`src/rtl/mult_booth_ctrl.sv`:
```
// Radix-2 Booth multiplier sequencer: operand handshake, datapath
// clear/load, N add/sub + shift iterations, held result-valid until ack.

package mult_booth_pkg;

    typedef struct packed {
        logic load_A;
        logic load_B;
        logic load_add;
        logic shift_HQ_LQ_Q_1;
        logic add_sub;
    } mult_control_t;

endpackage

module mult_booth_ctrl
    import mult_booth_pkg::*;
#(
    parameter int N = 4
) (
    input  logic          clk,
    input  logic          rst,
    input  logic          start,
    input  logic [N-1:0]  A_in,
    input  logic [N-1:0]  B_in,
    output logic          ready,
    output logic [N-1:0]  A,
    output logic [N-1:0]  B,
    output logic          dp_clr,
    output mult_control_t mult_control,
    input  logic [1:0]    Q_LSB,
    output logic          valid,
    input  logic          ack
);

    localparam int CW = $clog2(N) + 1;

    typedef enum logic [2:0] {
        S_IDLE,
        S_CLEAR,
        S_LOAD,
        S_EVAL,
        S_SHIFT,
        S_DONE
    } state_t;

    state_t          r_state;
    logic [CW-1:0]   r_cnt;
    logic [N-1:0]    r_a;
    logic [N-1:0]    r_b;
    logic            w_last;
    mult_control_t   w_ctl;

    // The shift being issued now is the final iteration
    assign w_last = (r_cnt == CW'(N - 1));

    // Sequencer state, iteration count and captured operands
    always_ff @(posedge clk) begin
        if (!rst) begin
            r_state <= S_IDLE;
            r_cnt   <= '0;
            r_a     <= '0;
            r_b     <= '0;
        end else begin
            unique case (r_state)
                S_IDLE: begin
                    if (start) begin
                        r_a     <= A_in;
                        r_b     <= B_in;
                        r_state <= S_CLEAR;
                    end
                end
                S_CLEAR: begin
                    r_state <= S_LOAD;
                end
                S_LOAD: begin
                    r_cnt   <= '0;
                    r_state <= S_EVAL;
                end
                S_EVAL: begin
                    r_state <= S_SHIFT;
                end
                S_SHIFT: begin
                    r_cnt   <= r_cnt + 1'b1;
                    r_state <= w_last ? S_DONE : S_EVAL;
                end
                S_DONE: begin
                    if (ack) begin
                        r_state <= S_IDLE;
                    end
                end
                default: begin
                    r_state <= S_IDLE;
                end
            endcase
        end
    end

    // Datapath command decode; EVAL follows the live Booth bit pair
    always_comb begin
        w_ctl = '0;
        unique case (r_state)
            S_LOAD: begin
                w_ctl.load_A = 1'b1;
                w_ctl.load_B = 1'b1;
            end
            S_EVAL: begin
                unique case (Q_LSB)
                    2'b01: begin
                        w_ctl.load_add = 1'b1;
                        w_ctl.add_sub  = 1'b1;
                    end
                    2'b10: begin
                        w_ctl.load_add = 1'b1;
                    end
                    default: begin
                        w_ctl.load_add = 1'b0;
                    end
                endcase
            end
            S_SHIFT: begin
                w_ctl.shift_HQ_LQ_Q_1 = 1'b1;
            end
            default: begin
                w_ctl = '0;
            end
        endcase
    end

    assign mult_control = w_ctl;
    assign A            = r_a;
    assign B            = r_b;
    assign ready        = (r_state == S_IDLE);
    assign valid        = (r_state == S_DONE);
    assign dp_clr       = ~rst | (r_state == S_CLEAR);

endmodule

```
`config.mk`:
```
export PLATFORM = sky130hd
export DESIGN_NAME = mult_booth_ctrl
export DESIGN_NICKNAME = d
export VERILOG_FILES = /design/src/rtl/mult_booth_ctrl.sv
export SDC_FILE = /design/constraint.sdc
export NUM_CORES = 1
export LEC_CHECK = 0
export CAP_MARGIN = 15
export CORE_MARGIN = 3
export CORE_UTILIZATION = 35
export DETAILED_ROUTE_END_ITERATION = 8
export PLACE_DENSITY = 0.78
export SLEW_MARGIN = 20
export SYNTH_ARGS = -nofsm -noshare
export SYNTH_HDL_FRONTEND = slang
export SYNTH_SLANG_ARGS = --single-unit
```
`constraint.sdc`:
```
create_clock -name clk -period 4.56 [get_ports clk]
set_clock_uncertainty 0.2 [all_clocks]
set_input_delay 1.368 -clock clk [delete_from_list [all_inputs] [get_ports clk]]
set_output_delay 1.368 -clock clk [all_outputs]
set_load 0.1 [all_outputs]
```
==> qor.yml <==
wl_per_cell_um: 12.5
ios: 30
seq_area_um2: 280
clkLatencyLatePin_ns: 0.29
die_area_um2: 2690
rows: 15
yosysUniqueCellTypes: 26
nFillCells: 164
leakagePower_uw: 0.000430
crit_type: "input port to output pin"
core_area_um2: 1860
diodes: 0
multi_input_area_um2: 389
yosysWarnings: 0
grt-ovfl-total: 0
setup_viol: 0
worstSetupEndpointType: "output pin"
yosysSeqAreaShare_pct: 38.0
drtIter0Drc: 11
start_util_pct: 39.7
worstSetupStartpointType: "input port"
grt_pass1_vias: 654
post_cts_resized: 0
h-tree-depth: 1
period_share_pct: 89.4
peakVddDrop_uv: 185
path_cells: "clkdlybuf4s50_1 -> inv_1 -> ha_1 -> nor2_1 -> buf_12"
synth_seq_cells: 14
tns_ns: 0
stdcell_count: 141
grt_pass1_wl_mm: 2.72
worstMarginPinSlew_ns: 0.985
hold_path.class: "register to register"
max_stage_delay_ns: 0.45
slew_viol_final: 0
maxCapViolations: 0
p_per_area_nw_per_um2: 395
grt.total_usage_pct: 13.5
first_pass_iters: 4
grt_max_degree: 20
cts_buffers: 3
drt-vias-per-instance: 4.93
status: "complete, no violations"
ant_nets: 0
wl_mm: 1.77
rsz0062_at_grt: "false"
crit_arrival_ns: 2.51
die_h_um: 51.9
gp_congestion: 0.709
netlist_instances: 90
syn_avg_cell_area_um2: 8.19
cp_max_fo: 1
nets: 134
die_x_um: 51.9
antenna_found_initial: 0
post_cts_buffers: 0
dp_hpwl_mm: 1.24
io_buffers: 29
synth_fp_nets: 107
crit_family: "buffers and inverters"
synthesis.area_um2: 737
relSlewSlack_pct: 34.1
hold_buffers: 0
hold_viol_final: 0
cts.clk_slew.worst_paths_ns: 0.09
cts_tree: "done"
cts-root-buf: "clkbuf_4"
syn_to_final_growth_pct: 44.8
fin_total_pwr_uw: 422
critical_path_buf_inv_count: 3
drcViolationCount: 0
max_clock_freq_mhz: 245
clockBufferDepth: 2
drive_gt1_share_pct: 12.9
cts_num_sinks: 14
crit_slowest_cell: "clkdlybuf4s50_1"
vias: 695
place_inst: 137
critPathRequiredTime_ns: 2.99
fin_crit_ns: 4.08
==> cells in the mapped netlist, drive strengths merged <==
master	instances	area (um2)
xnor2	1	8.76
dfxtp	14	280
o211a	1	10.0
nor2	6	22.5
a31oi	2	12.5
and3b	1	8.76
ha	3	37.5
buf	5	46.3
o21a	1	7.51
nand2	9	33.8
nor4b	2	32.5
or2b	1	7.51
a21oi	4	20.0
and3	1	6.26
and2b	1	7.51
o21ai	13	65.1
nor3b	2	15.0
clkbuf	3	11.3
nand3	9	45.0
nor2b	3	18.8
nor3	2	10.0
inv	4	15.0
nand3b	2	15.0
==> worst paths after layout <==
kind | start | end | slack (ns) | cells past startpoint
worst max-delay path | Q_LSB[1] | mult_control[2] | 0.48 | 5
worst min-delay path | B[3] | B[3] | 0.26 | 2
worst max register to register | r_state[2] | B[1] | 2.79 | 2
worst min register to register | B[3] | B[3] | 0.26 | 2
==> report_power, final <==
part	switching [uW]	total [uW]	internal, uW
clock	43.8	92.4	48.6
combinational	129	179	49.6
sequential	17.7	150	133
==> layer usage <==
layer  track usage [%]  vias to the layer above  routed length (um)
met5                 0                        -                   0
met2              25.1                       16                 900
li1                  -                      361                   -
met1              14.3                      314                 766
met4              6.55                        0                  27
met3              2.58                        4                  73
==> flip-flops by register name, summed over array words and instances (netlist names) <==
name	count
A	4
B	4
r_cnt	3
r_state	3
==> stage by stage <==
step / util (%) / hold WS [ns] / cell area [um2] / worst slack (ns)
after global routing: 57.4 / 0.278 / 1070 / 0.436
after detailed placement: 55.5 / 0.252 / 1030 / 0.478
final: 57.4 / 0.260 / 1070 / 0.483
after global placement: 55.5 / 0.244 / 1030 / 0.488
after CTS: 57.4 / 0.265 / 1070 / 0.471
after floorplan: - / 0.263 / 742 / 0.0739
==> layout make-up <==
| cell class | count | share of cell area (%) |
|---|---|---|
| clock buffers | 4 | 3.40 |
| inverters | 4 | 1.41 |
| multi-input cells | 64 | 36.5 |
| flip-flops and latches | 14 | 26.3 |
| well taps | 25 | 2.93 |
| repair buffers | 30 | 29.5 |
==> worst min-delay path, delay by kind of cell, from the launching register on <==
kind / cells / cell delay [ns]
DFF: 1 / 0.32
AOI/OAI and AO/OA: 1 / 0.06
and+or+nand+nor: 1 / 0.05
==> cells in the final DEF (no fill, tap or decap), drive strengths merged <==
master | Yosys | routed
nor3 | 2 | 2
nor4b | 2 | 2
nand2 | 9 | 9
nand3b | 2 | 2
o211a | 1 | 1
o21ai | 13 | 13
a21oi | 4 | 4
clkdlybuf4s50 | 0 | 21
inv | 4 | 4
a31oi | 2 | 2
or2b | 1 | 1
nor3b | 2 | 2
nand3 | 9 | 9
clkbuf | 3 | 4
o21a | 1 | 1
and3b | 1 | 1
xnor2 | 1 | 1
ha | 3 | 3
nor2 | 6 | 6
nor2b | 3 | 3
and2b | 1 | 1
and3 | 1 | 1
buf | 5 | 9
dfxtp | 14 | 14
==> cells by family (layout without fill, tap and decap cells) <==
logic type                 after synthesis  in the layout  synth area share, %
and+or+nand+nor                         39             39                 30.2
DFF                                     14             14                 38.0
buffers and inverters                   12             38                 9.85
AOI/OAI and AO/OA                       21             21                 15.6
adders and majority gates                3              3                 5.09
xor gates and xnor gates                 1              1                 1.19
(Power assumes the default switching activity.)
